File: src/rtl/calc_pkg.sv
// Shared types and constants for the finger calculator.
package calc_pkg;

    // Operation sequencer states.
    typedef enum logic [1:0] {
        IDLE  = 2'd0,
        LATCH = 2'd1,
        APPLY = 2'd2,
        HOLD  = 2'd3
    } calc_state_t;

    // Active-low hex font, bit order {g,f,e,d,c,b,a}.
    localparam logic [6:0] HEX_FONT [16] = '{
        7'b1000000,  // 0
        7'b1111001,  // 1
        7'b0100100,  // 2
        7'b0110000,  // 3
        7'b0011001,  // 4
        7'b0010010,  // 5
        7'b0000010,  // 6
        7'b1111000,  // 7
        7'b0000000,  // 8
        7'b0010000,  // 9
        7'b0001000,  // A
        7'b0000011,  // b
        7'b1000110,  // C
        7'b0100001,  // d
        7'b0000110,  // E
        7'b0001110   // F
    };

endpackage

File: src/rtl/finger_calc_accum_hex_to_7seg.sv
// Hex nibble to active-low 7-segment pattern.
module hex_to_7seg
    import calc_pkg::*;
(
    input  logic [3:0] nibble_i,
    output logic [6:0] seg_o
);

    assign seg_o = HEX_FONT[nibble_i];

endmodule

File: src/rtl/finger_calc_accum.sv
// Finger-count accumulator: synchronisers, enter debouncer, operation
// sequencer, wide accumulator with sticky overflow, multiplexed hex display.
//
// state | meaning
// ------+--------------------------------------------------------------
// IDLE  | waiting for a debounced enter press
// LATCH | capture operand (finger count) and add/subtract mode
// APPLY | update accumulator and overflow, pulse done
// HOLD  | wait for debounced enter release before accepting a new press
module finger_calc_accum
    import calc_pkg::*;
#(
    parameter int N_FINGERS   = 4,
    parameter int ACC_W       = 8,
    parameter int DEB_CYCLES  = 16,
    parameter int N_DIGITS    = 2,
    parameter int REFRESH_DIV = 1024
) (
    input  logic                 clk,
    input  logic                 reset,
    input  logic [N_FINGERS-1:0] fingers,
    input  logic                 enter,
    input  logic                 mode,
    input  logic                 clear,
    output logic [ACC_W-1:0]     acc,
    output logic                 ovf,
    output logic                 done,
    output logic [N_DIGITS-1:0]  an,
    output logic [6:0]           seg
);

    localparam int OP_W  = $clog2(N_FINGERS + 1);
    localparam int DEB_W = $clog2(DEB_CYCLES);
    localparam int REF_W = (REFRESH_DIV > 1) ? $clog2(REFRESH_DIV) : 1;
    localparam int IDX_W = (N_DIGITS > 1) ? $clog2(N_DIGITS) : 1;
    localparam int PAD_W = 4 * N_DIGITS;

    localparam logic [DEB_W-1:0] DEB_RELOAD = DEB_W'(DEB_CYCLES - 1);
    localparam logic [REF_W-1:0] REF_RELOAD = REF_W'(REFRESH_DIV - 1);
    localparam logic [IDX_W-1:0] IDX_LAST   = IDX_W'(N_DIGITS - 1);

    // ------------------------------------------------------------------
    // Input synchronisers
    // ------------------------------------------------------------------
    logic [N_FINGERS-1:0] fingers_s1_q, fingers_s2_q;
    logic                 enter_s1_q, enter_s2_q;
    logic                 mode_s1_q, mode_s2_q;
    logic                 clear_s1_q, clear_s2_q;

    // Two-flop synchronisers for all raw board inputs.
    always_ff @(posedge clk or negedge reset) begin
        if (!reset) begin
            fingers_s1_q <= '0;
            fingers_s2_q <= '0;
            enter_s1_q   <= 1'b0;
            enter_s2_q   <= 1'b0;
            mode_s1_q    <= 1'b0;
            mode_s2_q    <= 1'b0;
            clear_s1_q   <= 1'b0;
            clear_s2_q   <= 1'b0;
        end else begin
            fingers_s1_q <= fingers;
            fingers_s2_q <= fingers_s1_q;
            enter_s1_q   <= enter;
            enter_s2_q   <= enter_s1_q;
            mode_s1_q    <= mode;
            mode_s2_q    <= mode_s1_q;
            clear_s1_q   <= clear;
            clear_s2_q   <= clear_s1_q;
        end
    end

    // Operand is the number of raised fingers.
    logic [OP_W-1:0] finger_cnt;

    // Population count of the synchronised finger switches.
    always_comb begin
        finger_cnt = '0;
        for (int i = 0; i < N_FINGERS; i++) begin
            finger_cnt = finger_cnt + OP_W'(fingers_s2_q[i]);
        end
    end

    // ------------------------------------------------------------------
    // Enter debouncer
    // ------------------------------------------------------------------
    logic [DEB_W-1:0] deb_cnt_q, deb_cnt_d;
    logic             enter_db_q, enter_db_d;
    logic             enter_db_prev_q;

    // Down-counter of consecutive disagreeing cycles; terminal count toggles.
    always_comb begin
        deb_cnt_d  = deb_cnt_q;
        enter_db_d = enter_db_q;
        if (enter_s2_q == enter_db_q) begin
            deb_cnt_d = DEB_RELOAD;
        end else if (deb_cnt_q == '0) begin
            enter_db_d = ~enter_db_q;
            deb_cnt_d  = DEB_RELOAD;
        end else begin
            deb_cnt_d = deb_cnt_q - 1'b1;
        end
    end

    // Debouncer state and previous debounced level for edge detection.
    always_ff @(posedge clk or negedge reset) begin
        if (!reset) begin
            deb_cnt_q       <= DEB_RELOAD;
            enter_db_q      <= 1'b0;
            enter_db_prev_q <= 1'b0;
        end else begin
            deb_cnt_q       <= deb_cnt_d;
            enter_db_q      <= enter_db_d;
            enter_db_prev_q <= enter_db_q;
        end
    end

    wire enter_rise = enter_db_q & ~enter_db_prev_q;

    // ------------------------------------------------------------------
    // Operation sequencer and accumulator
    // ------------------------------------------------------------------
    calc_state_t      state_q, state_d;
    logic [OP_W-1:0]  op_q, op_d;
    logic             sub_q, sub_d;
    logic [ACC_W-1:0] acc_q, acc_d;
    logic             ovf_q, ovf_d;
    logic             done_q, done_d;

    // One extra bit holds the carry (add) or borrow (subtract).
    logic [ACC_W:0] sum_ext, diff_ext;
    assign sum_ext  = {1'b0, acc_q} + (ACC_W + 1)'(op_q);
    assign diff_ext = {1'b0, acc_q} - (ACC_W + 1)'(op_q);

    // Next-state and datapath updates; clear overrides everything.
    always_comb begin
        state_d = state_q;
        op_d    = op_q;
        sub_d   = sub_q;
        acc_d   = acc_q;
        ovf_d   = ovf_q;
        done_d  = 1'b0;
        if (clear_s2_q) begin
            acc_d   = '0;
            ovf_d   = 1'b0;
            state_d = HOLD;
        end else begin
            case (state_q)
                IDLE: begin
                    if (enter_rise) state_d = LATCH;
                end
                LATCH: begin
                    op_d    = finger_cnt;
                    sub_d   = mode_s2_q;
                    state_d = APPLY;
                end
                APPLY: begin
                    if (sub_q) begin
                        acc_d = diff_ext[ACC_W-1:0];
                        ovf_d = ovf_q | diff_ext[ACC_W];
                    end else begin
                        acc_d = sum_ext[ACC_W-1:0];
                        ovf_d = ovf_q | sum_ext[ACC_W];
                    end
                    done_d  = 1'b1;
                    state_d = HOLD;
                end
                HOLD: begin
                    if (!enter_db_q) state_d = IDLE;
                end
                default: state_d = IDLE;
            endcase
        end
    end

    // Sequencer and accumulator registers.
    always_ff @(posedge clk or negedge reset) begin
        if (!reset) begin
            state_q <= IDLE;
            op_q    <= '0;
            sub_q   <= 1'b0;
            acc_q   <= '0;
            ovf_q   <= 1'b0;
            done_q  <= 1'b0;
        end else begin
            state_q <= state_d;
            op_q    <= op_d;
            sub_q   <= sub_d;
            acc_q   <= acc_d;
            ovf_q   <= ovf_d;
            done_q  <= done_d;
        end
    end

    assign acc  = acc_q;
    assign ovf  = ovf_q;
    assign done = done_q;

    // ------------------------------------------------------------------
    // Display multiplexer
    // ------------------------------------------------------------------
    logic [REF_W-1:0] ref_cnt_q, ref_cnt_d;
    logic [IDX_W-1:0] idx_q, idx_d;

    // Refresh down-counter; each terminal count steps to the next digit.
    always_comb begin
        ref_cnt_d = ref_cnt_q - 1'b1;
        idx_d     = idx_q;
        if (ref_cnt_q == '0) begin
            ref_cnt_d = REF_RELOAD;
            if (idx_q == IDX_LAST) idx_d = '0;
            else                   idx_d = idx_q + 1'b1;
        end
    end

    // Refresh counter and digit index registers.
    always_ff @(posedge clk or negedge reset) begin
        if (!reset) begin
            ref_cnt_q <= REF_RELOAD;
            idx_q     <= '0;
        end else begin
            ref_cnt_q <= ref_cnt_d;
            idx_q     <= idx_d;
        end
    end

    // Digits beyond the accumulator width display as zero.
    logic [PAD_W-1:0] acc_pad;
    logic [3:0]       digit_nib;
    assign acc_pad = PAD_W'(acc_q);

    // Select the nibble for the active digit.
    always_comb begin
        digit_nib = '0;
        for (int d = 0; d < N_DIGITS; d++) begin
            if (idx_q == IDX_W'(d)) digit_nib = acc_pad[4*d +: 4];
        end
    end

    assign an = ~(N_DIGITS'(1) << idx_q);

    hex_to_7seg u_hex_to_7seg (
        .nibble_i (digit_nib),
        .seg_o    (seg)
    );

endmodule

File: config.mk
export PLATFORM = sky130hd
export DESIGN_NAME = finger_calc_accum
export DESIGN_NICKNAME = d
export VERILOG_FILES = /design/src/rtl/calc_pkg.sv /design/src/rtl/finger_calc_accum_hex_to_7seg.sv /design/src/rtl/finger_calc_accum.sv
export SDC_FILE = /design/constraint.sdc
export NUM_CORES = 1
export LEC_CHECK = 0
export BUFFER_PORTS_ARGS = -buffer_cell sky130_fd_sc_hd__buf_4
export CAP_MARGIN = 5
export CORE_MARGIN = 5
export CORE_UTILIZATION = 63
export DETAILED_ROUTE_END_ITERATION = 16
export GPL_TIMING_DRIVEN = 1
export PLACE_DENSITY = 0.85
export SLEW_MARGIN = 20
export SYNTH_ARGS = -nofsm -noshare
export SYNTH_HDL_FRONTEND = slang
export SYNTH_HIERARCHICAL = 1
export SYNTH_SLANG_ARGS = --single-unit
File: constraint.sdc
create_clock -name clk -period 3 [get_ports clk]
set_clock_uncertainty 0.2 [all_clocks]
set_input_delay 0.15 -clock clk [delete_from_list [all_inputs] [get_ports clk]]
set_output_delay 0.15 -clock clk [all_outputs]
set_load 0.01 [all_outputs]
==> results.json, run 1 <==
{
  "status": "completed",
  "fmaxAchievable_mhz": 368.9,
  "min_period_ns": 2.710,
  "hold_start": "mode_s1_q$_DFF_PN0_",
  "insertion_delay_ns": 0.30,
  "final_common_cell": "dfrtp_1",
  "nFillCells": 270,
  "synth.net_count": 275,
  "syn_area_per_cell_um2": 10.51,
  "dr.pass1.iters": 4,
  "syn_inst": 241,
  "tightest_slew_ns": 0.6158,
  "overflow": 0,
  "gp_congestion": 0.8443,
  "setup_viol_count_final": 0,
  "cts.sinks": 47,
  "ys_warn_count": 6,
  "num_vias": 1749,
  "track_usage_pct": 19.10,
  "drc": 0,
  "antenna_left": 0,
  "insertedDiodeCount": 0,
  "tns_ns": 0,
  "htreeDepth": 2,
  "antenna_found_initial": 0,
  "start_kind": "flop",
  "worst-setup-path-type": "reg -> out",
  "maxCapViolations": 0,
  "crit_fanout": 8,
  "grt_pass1_wl_mm": 7.859,
  "place_area_um2": 2741,
  "die_h_um": 73.40,
  "cp.required_ns": 2.65,
  "r2r-start": "acc[0]$_DFFE_PN0P_",
  "end_kind": "primary output",
  "fin_util_pct": 74.93,
  "clockBufferDepth": 2,
  "rows": 23,
  "vias_per_cell": 5.382,
  "ir_drop_mv": 0.4712,
  "drt-initial-drc-count": 99,
  "power_mw": 2.173,
  "core_area_um2": 3943,
  "pwr_density_cell_nw_per_um2": 735.5,
  "synth-seq-cells": 47,
  "synth-edff-count": 0,
  "finalCritPeriodShare_pct": 90.35,
  "die_w_um": 73.40,
  "cp.arrival_ns": 2.36,
  "seq_area_frac_synth_pct": 47.13,
  "synth.cell_area_um2": 2532,
  "drive_above_1_share_pct": 24.00,
  "cts_resized": 0,
  "grt_max_degree": 48,
  "min_path_type": "reg -> reg",
  "place_ws_ns": 0.6216,
  "drv_slew": 0,
  "stdcell_count": 325,
  "routedWlPerCell_um": 13.63,
  "ctsHoldBuffers": 8,
  "port_buffers": 27,
  "cts_setup_buffers": 0,
  "pin_count": 28,
  "layout_setup_ws_ns": 0.2896,
  "first_global_vias": 1733,
  "wl_mm": 4.429,
  "nNetsFinal": 308,
  "cts_made_buffers": 5,
  "hold_path_end": "mode_s2_q$_DFF_PN0_",
  "layout_common_cells": "33 x dfrtp_1, 27 x buf_4, 25 x nand2_1, 25 x nor2_1, 22 x ha_1",
  "fin_hold_ws_ns": 0.1519,
  "ff2ff_path_depth": 9,
  "power.leakage_nw": 1.389,
  "die_area_um2": 5388,
  "fin_area_um2": 2954,
  "synthToLayoutAreaGrowth_pct": 16.65,
  "ff2ff_setup_slack_ns": 0.73,
  "hold_depth": 0,
  "synth-main-ff-cell": "dfrtp_1",
  "place_hpwl_mm": 3.107,
  "r2r-end": "acc[4]$_DFFE_PN0P_",
  "start_util_pct": 64.23,
  "synth.distinct_cells": 46,
  "async_flop_share_pct": 100.0,
  "finalHoldViolCount": 0,
  "max_slew_margin_pct": 58.51,
  "cts-root-buf": "clkbuf_8",
  "rsz0062_at_grt": "no",
  "cts_tree": "yes",
  "place_inst": 309,
  "path_clk_slew_ns": 0.09
}
[report_power, final]
part	leakage, nW	switching [mW]	internal (mW)	total [mW]
combinational	0.769	0.421	0.376	0.797
sequential	0.555	0.118	0.723	0.841
clock	0.0654	0.202	0.333	0.535
[cell families (layout without fill, tap and decap cells)]
logic type	after synthesis	after routing	share of synthesized area, %
adders and majority gates	25	25	13.24
muxes	9	9	3.854
DFF	47	47	47.13
AOI/OAI and AO/OA	45	45	11.27
and+or+nand+nor	72	72	14.38
buffers and inverters	30	64	5.336
xor gates and xnor gates	13	13	4.793
[layout make-up]
class	instances	area, um^2	area share, %
tap	50	62.56	2.118
clock buffer	6	72.57	2.457
clock inverter	2	60.06	2.033
inverter	21	78.83	2.668
multi-input combinational	164	1204	40.75
timing repair buffer	35	282.8	9.572
sequential	47	1194	40.41
[sequential cells by signal, summed over array words and instances (netlist names), 2 cells and up]
register,count
fingers_s1_q,4
ref_cnt_q,10
state_q,2
op_q,3
fingers_s2_q,4
acc,8
deb_cnt_q,4
[how the worst max path moves through the flow]
stage / slack (ns) / from / to / depth (start not counted)
after floorplan: 0.79 / idx_q$_DFFE_PN0P_ / seg[3] / 7
after global placement: 0.74 / idx_q$_DFFE_PN0P_ / seg[3] / 7
after detailed placement: 0.62 / idx_q$_DFFE_PN0P_ / seg[3] / 7
after CTS: 0.28 / idx_q$_DFFE_PN0P_ / seg[3] / 7
after global routing: 0.07 / idx_q$_DFFE_PN0P_ / seg[3] / 7
final: 0.29 / idx_q$_DFFE_PN0P_ / seg[3] / 7
[synthesized netlist by cell type (3+ instances only)]
cell type	number	share of area, %
or2_2	3	0.74
o21ai_0	14	2.8
inv_1	21	3.1
dfrtp_1	33	33
xor2_1	4	1.4
nor2b_1	3	0.74
nor2_1	25	3.7
a211oi_1	4	1.2
nand2b_1	3	0.74
fa_1	3	2.4
dfstp_2	14	15
mux2i_1	3	1.2
ha_1	22	11
a21oi_1	9	1.8
xnor2_1	8	2.8
nand2_1	25	3.7
mux2_2	6	2.7
o21ai_1	3	0.59
o22ai_1	3	0.74
[critical path, stage by stage, from the launching register on]
cell     delay [ns]
dfrtp_1        0.50
o21ai_0        0.56
inv_1          0.20
ha_1           0.33
nand2_1        0.09
a21oi_1        0.07
a31oi_1        0.16
buf_4          0.15
[layer usage]
layer / global-route usage (%) / part of all wire [%]
met5: 0 / 0
met4: 8.451 / 1.8
met3: 4.241 / 4.1
met2: 31.08 / 51
met1: 24.44 / 43
(Power assumes the default switching activity.)
==> run 2: changes to the inputs <==
--- a/config.mk
+++ b/config.mk
@@ -8,10 +8,10 @@
 export BUFFER_PORTS_ARGS = -buffer_cell sky130_fd_sc_hd__buf_4
 export CAP_MARGIN = 5
 export CORE_MARGIN = 5
-export CORE_UTILIZATION = 63
+export CORE_UTILIZATION = 50
 export DETAILED_ROUTE_END_ITERATION = 16
 export GPL_TIMING_DRIVEN = 1
-export PLACE_DENSITY = 0.85
+export PLACE_DENSITY = 0.7
 export SLEW_MARGIN = 20
 export SYNTH_ARGS = -nofsm -noshare
 export SYNTH_HDL_FRONTEND = slang
==> run 2 against run 1 <==
Against the previous run: critical path depth is the same; clock-buffer cell count is 1 lower; sequential power about the same; clock power is 11% lower; utilization fell by 16 points; non-clock buffer count is the same; via count shrank 2.2%; die area up 22%; global-route usage decreased by 4.0 points; setup slack worse by 0.014 ns; critical path type unchanged; largest power group unchanged.
==> results.json, run 2 (synthesized netlist as in run 1, its figures left out) <==
{
  "worst-setup-path-type": "reg -> out",
  "max_stage_delay_ns": 0.59,
  "first_global_vias": 1692,
  "crit_slowest_cell": "o21ai_0",
  "drv_slew": 0,
  "cp.arrival_ns": 2.37,
  "cp_cell_sequence": "o21ai_0, inv_1, ha_1, nand2_1, a21oi_1, a31oi_1, buf_4",
  "drive_above_1_share_pct": 24.36,
  "cts_tree": "yes",
  "cp.required_ns": 2.65,
  "top_usage_layer": "met2",
  "cts_setup_buffers": 0,
  "power.leakage_nw": 1.382,
  "antenna_left": 0,
  "cts.sinks": 47,
  "ctsHoldBuffers": 8,
  "setup_viol_count_final": 0,
  "status": "completed",
  "start_util_pct": 50.55,
  "finalCritPeriodShare_pct": 90.80,
  "nNetsFinal": 308,
  "fin_area_um2": 2963,
  "htreeDepth": 2,
  "cts_made_buffers": 5,
  "antenna_found_initial": 0,
  "gp_congestion": 0.8340,
  "insertion_delay_ns": 0.31,
  "drc": 0,
  "die_h_um": 81.17,
  "multi_input_area_um2": 1204,
  "insertedDiodeCount": 0,
  "overflow": 0,
  "wl_mm": 4.292,
  "clockBufferDepth": 2,
  "core_area_um2": 5010,
  "rsz0062_at_grt": "no",
  "die_area_um2": 6588,
  "global_route.usage.met3_pct": 4.102,
  "port_buffers": 27,
  "maxCapViolations": 0,
  "finalHoldViolCount": 0,
  "start_kind": "flop",
  "largest_reg_flops": 10,
  "pin_count": 28,
  "dr.pass1.iters": 4,
  "track_usage_pct": 15.14,
  "grt_pass1_wl_mm": 7.693,
  "place_hpwl_mm": 3.135,
  "final_common_cell": "dfrtp_1",
  "min_path_type": "reg -> reg",
  "max_slew_margin_pct": 55.43,
  "vias_per_cell": 4.959,
  "routedWlPerCell_um": 12.44,
  "crit_fanout": 8,
  "top_register": "ref_cnt_q",
  "drt-initial-drc-count": 59,
  "synthToLayoutAreaGrowth_pct": 17.00,
  "grt_use_met1_pct": 18.50,
  "end_kind": "primary output",
  "pwr_density_cell_nw_per_um2": 711.5,
  "min_period_ns": 2.724,
  "hold_depth": 0,
  "regArea_um2": 1194,
  "ir_drop_mv": 0.3482,
  "die_w_um": 81.17,
  "rows": 26,
  "cts-root-buf": "clkbuf_8",
  "place_area_um2": 2766,
  "tightest_slew_ns": 0.6615,
  "fmaxAchievable_mhz": 367.1,
  "nFillCells": 450,
  "num_vias": 1711,
  "grt_max_degree": 48,
  "ff2ff_path_depth": 9,
  "use_met2_pct": 24.96,
  "cts_resized": 0,
  "layout_common_cells": "33 x dfrtp_1, 27 x buf_4, 25 x nand2_1, 25 x nor2_1, 22 x ha_1",
  "tns_ns": 0,
  "path_clk_slew_ns": 0.09
}
-- run 2: changes by cell type in the layout (fill, tap and decap cells not counted) --
cell,before,now
inv_6,0,1
clkinv_4,0,1
clkbuf_1,1,0
bufinv_16,2,1
-- run 2: layer usage --
layer  routed length (um)  up-vias  share of wire, %
li1                     -      860                 -
met1                 1913      816                45
met2                 2145       28                50
met3                  161        7               3.8
met4                   72        0               1.7
met5                    0        -                 0
-- run 2: report_power, final --
group / internal, mW / switching, mW / total [mW] / leakage (nW)
logic: 0.378 / 0.415 / 0.792 / 0.769
clock network: 0.253 / 0.224 / 0.476 / 0.0587
registers: 0.723 / 0.116 / 0.839 / 0.555
total: 1.35 / 0.755 / 2.11 / 1.38
-- run 2: final timing paths --
check                                    endpoint                  from  slack (ns)
max                                        seg[3]     idx_q$_DFFE_PN0P_        0.28
min                          enter_s2_q$_DFF_PN0_  enter_s1_q$_DFF_PN0_        0.15
max reg2reg                    acc[4]$_DFFE_PN0P_    acc[0]$_DFFE_PN0P_        0.75
min reg2reg                  enter_s2_q$_DFF_PN0_  enter_s1_q$_DFF_PN0_        0.15
max in group asynchronous  ref_cnt_q[5]$_DFF_PN1_                 reset        2.02
min in group asynchronous       sub_q$_DFFE_PN0P_                 reset        0.17
-- run 2: through the flow --
step / worst slack (ns) / cells / utilization [%] / power, mW / hold WS, ns
after CTS: 0.2546 / 345 / 59.14 / 2.141 / 0.1555
after floorplan: 0.7923 / 241 / - / 1.401 / -0.3456
final: 0.2759 / 345 / 59.14 / 2.108 / 0.1538
after detailed placement: 0.6100 / 329 / 55.22 / 1.647 / -0.008847
after global routing: 0.01635 / 345 / 59.14 / 2.298 / 0.1607
after global placement: 0.7068 / 329 / 55.22 / 1.623 / -0.01628
-- run 2: layout make-up --
class,instances,share of cell area (%)
clock buffer,5,2.323
clock inverter,3,1.605
inverter,21,2.660
multi-input combinational,164,40.62
sequential,47,40.29
tap,70,2.956
timing repair buffer,35,9.544
-- run 2: worst max-delay path: cells and delay by family, from the launching register on --
family / cells / cell delay [ns]
compound gates: 3 / 0.80
flops: 1 / 0.49
simple gates: 1 / 0.09
buf+inv: 2 / 0.35
fa+ha+maj: 1 / 0.33
==> run 3: changes to the inputs <==
--- a/config.mk
+++ b/config.mk
@@ -7,11 +7,11 @@
 export LEC_CHECK = 0
 export BUFFER_PORTS_ARGS = -buffer_cell sky130_fd_sc_hd__buf_4
 export CAP_MARGIN = 5
-export CORE_MARGIN = 5
+export CORE_MARGIN = 10
 export CORE_UTILIZATION = 50
 export DETAILED_ROUTE_END_ITERATION = 16
 export GPL_TIMING_DRIVEN = 1
-export PLACE_DENSITY = 0.7
+export PLACE_DENSITY = 0.82
 export SLEW_MARGIN = 20
 export SYNTH_ARGS = -nofsm -noshare
 export SYNTH_HDL_FRONTEND = slang
==> constraint.sdc (replaced) <==
create_clock -name clk -period 3 [get_ports clk]
set_clock_uncertainty 0.2 [all_clocks]
set_input_delay 0.45 -clock clk [delete_from_list [all_inputs] [get_ports clk]]
set_output_delay 0.45 -clock clk [all_outputs]
set_load 0.01 [all_outputs]
==> run 3 against run 2 <==
Against the previous run: power down 4.0%; combinational power up 1%; clock-buffer cell count up 1; critical path depth unchanged; clock power down 20%; sequential power about the same; global-route usage down 4.0 points; setup slack worse by 0.082 ns; critical endpoint is now seg[0]; highest routed layer unchanged.
==> results.json, run 3 (synthesized netlist as in run 1, its figures left out) <==
{
  "status": "completed",
  "num_vias": 1734,
  "rsz0062_at_grt": "no",
  "final_common_cell": "dfrtp_1",
  "top_register": "ref_cnt_q",
  "pin_count": 28,
  "power.leakage_nw": 1.338,
  "tns_ns": 0,
  "worst-path-buf-inv": 2,
  "dr.pass1.iters": 4,
  "fin_hold_ws_ns": 0.05056,
  "layout_common_cells": "33 x dfrtp_1, 27 x buf_4, 25 x nand2_1, 25 x nor2_1, 22 x ha_1",
  "crit_family": "flip-flops",
  "drt-initial-drc-count": 70,
  "rows": 25,
  "place_area_um2": 2763,
  "overflow": 0,
  "max_slew_margin_pct": 62.23,
  "fmaxAchievable_mhz": 356.4,
  "vias_per_cell": 5.176,
  "nFillCells": 415,
  "maxCapViolations": 0,
  "min_period_ns": 2.806,
  "cts.sinks": 47,
  "track_usage_pct": 11.18,
  "path_clk_slew_ns": 0.09,
  "drc": 0,
  "worst-setup-path-type": "reg -> out",
  "start_kind": "flop",
  "synthToLayoutAreaGrowth_pct": 13.14,
  "pwr_density_cell_nw_per_um2": 705.9,
  "routedWlPerCell_um": 12.98,
  "cp.arrival_ns": 2.16,
  "cts_made_buffers": 5,
  "power_mw": 2.023,
  "min_path_type": "in -> reg",
  "cts-root-buf": "clkbuf_8",
  "wl_mm": 4.347,
  "drv_slew": 0,
  "nNetsFinal": 301,
  "end_kind": "primary output",
  "insertion_delay_ns": 0.30,
  "start_util_pct": 52.57,
  "cp_cell_sequence": "mux2_2, inv_1, ha_1, or2_2, o21ai_0, o21ai_0, buf_4",
  "crit_slowest_cell": "dfrtp_1",
  "clockBufferDepth": 2,
  "antenna_left": 0,
  "first_global_vias": 1783,
  "die_area_um2": 8311,
  "die_h_um": 91.17,
  "die_w_um": 91.17,
  "ir_drop_mv": 0.3971,
  "grt_max_degree": 48,
  "core_area_um2": 4817,
  "cp.required_ns": 2.35,
  "crit_fanout": 8,
  "drive_above_1_share_pct": 25.00,
  "setup_viol_count_final": 0,
  "gp_congestion": 0.8828,
  "tightest_slew_ns": 0.5666,
  "cts_tree": "yes",
  "largest_reg_flops": 10,
  "fin_area_um2": 2865,
  "finalCritPeriodShare_pct": 93.52,
  "place_inst": 326,
  "finalHoldViolCount": 0,
  "htreeDepth": 2,
  "antenna_found_initial": 0,
  "cp_common_cell": "o21ai_0",
  "place_hpwl_mm": 3.222,
  "stdcell_count": 335,
  "grt_pass1_wl_mm": 7.921,
  "insertedDiodeCount": 0,
  "max_stage_delay_ns": 0.55,
  "port_buffers": 27,
  "cts_setup_buffers": 0
}
run 3: metrics by stage:
stage	utilization, %	setup slack [ns]
2_1_floorplan	-	0.4923
3_3_place_gp	57.35	0.4178
3_5_place_dp	57.35	0.3060
4_1_cts	59.40	0.1948
5_1_grt	59.48	0.01414
6_report	59.48	0.1943
run 3: timing repair:
action	CTS	global route
hold buffers	1	0
gates resized for setup	1	1
hold endpoints to repair	33	0
endpoints found under the setup margin	1	1
run 3: routing by layer:
metal	GRT usage [%]	up-vias	wire, um
met5	0	-	0
met2	19.27	29	2195
met3	3.045	7	194
met1	12.77	847	1881
met4	4.569	0	76
li1	-	851	-
run 3: area by class of cell:
type	count	area [um^2]	share of cell area (%)
Multi-Input combinational cell	164	1207	42.14
Sequential cell	47	1194	41.66
Timing Repair Buffer	28	212.7	7.424
Tap cell	67	83.83	2.926
Inverter	21	78.83	2.751
Clock buffer	6	72.57	2.533
Clock inverter	2	16.27	0.5677
run 3: where the power goes:
part	switching, mW	total (mW)	internal, mW
logic	0.429	0.803	0.374
registers	0.117	0.840	0.723
clock network	0.212	0.380	0.167
run 3: worst paths after layout:
kind                                                 from                         to  slack [ns]  cells after the start
worst max-delay path                    idx_q$_DFFE_PN0P_                     seg[0]        0.19                      7
worst min-delay path                           fingers[3]  fingers_s1_q[3]$_DFF_PN0_        0.05                      1
worst max register to register         acc[0]$_DFFE_PN0P_         acc[4]$_DFFE_PN0P_        0.66                      9
worst min register to register  fingers_s1_q[1]$_DFF_PN0_  fingers_s2_q[1]$_DFF_PN0_        0.15                      0
max in group asynchronous                           reset     deb_cnt_q[0]$_DFF_PN1_        1.73                      2
min in group asynchronous                           reset          sub_q$_DFFE_PN0P_        0.48                      2
run 3: worst reg2reg max path, stage by stage (launching register included):
cell and delay [ns]:
dfrtp_1 0.42, inv_1 0.12, ha_1 0.19, inv_1 0.06, fa_1 0.39, a211oi_1 0.30, o21ai_0 0.16, a21oi_1 0.19
xnor2_1 0.14, nor2_1 0.05
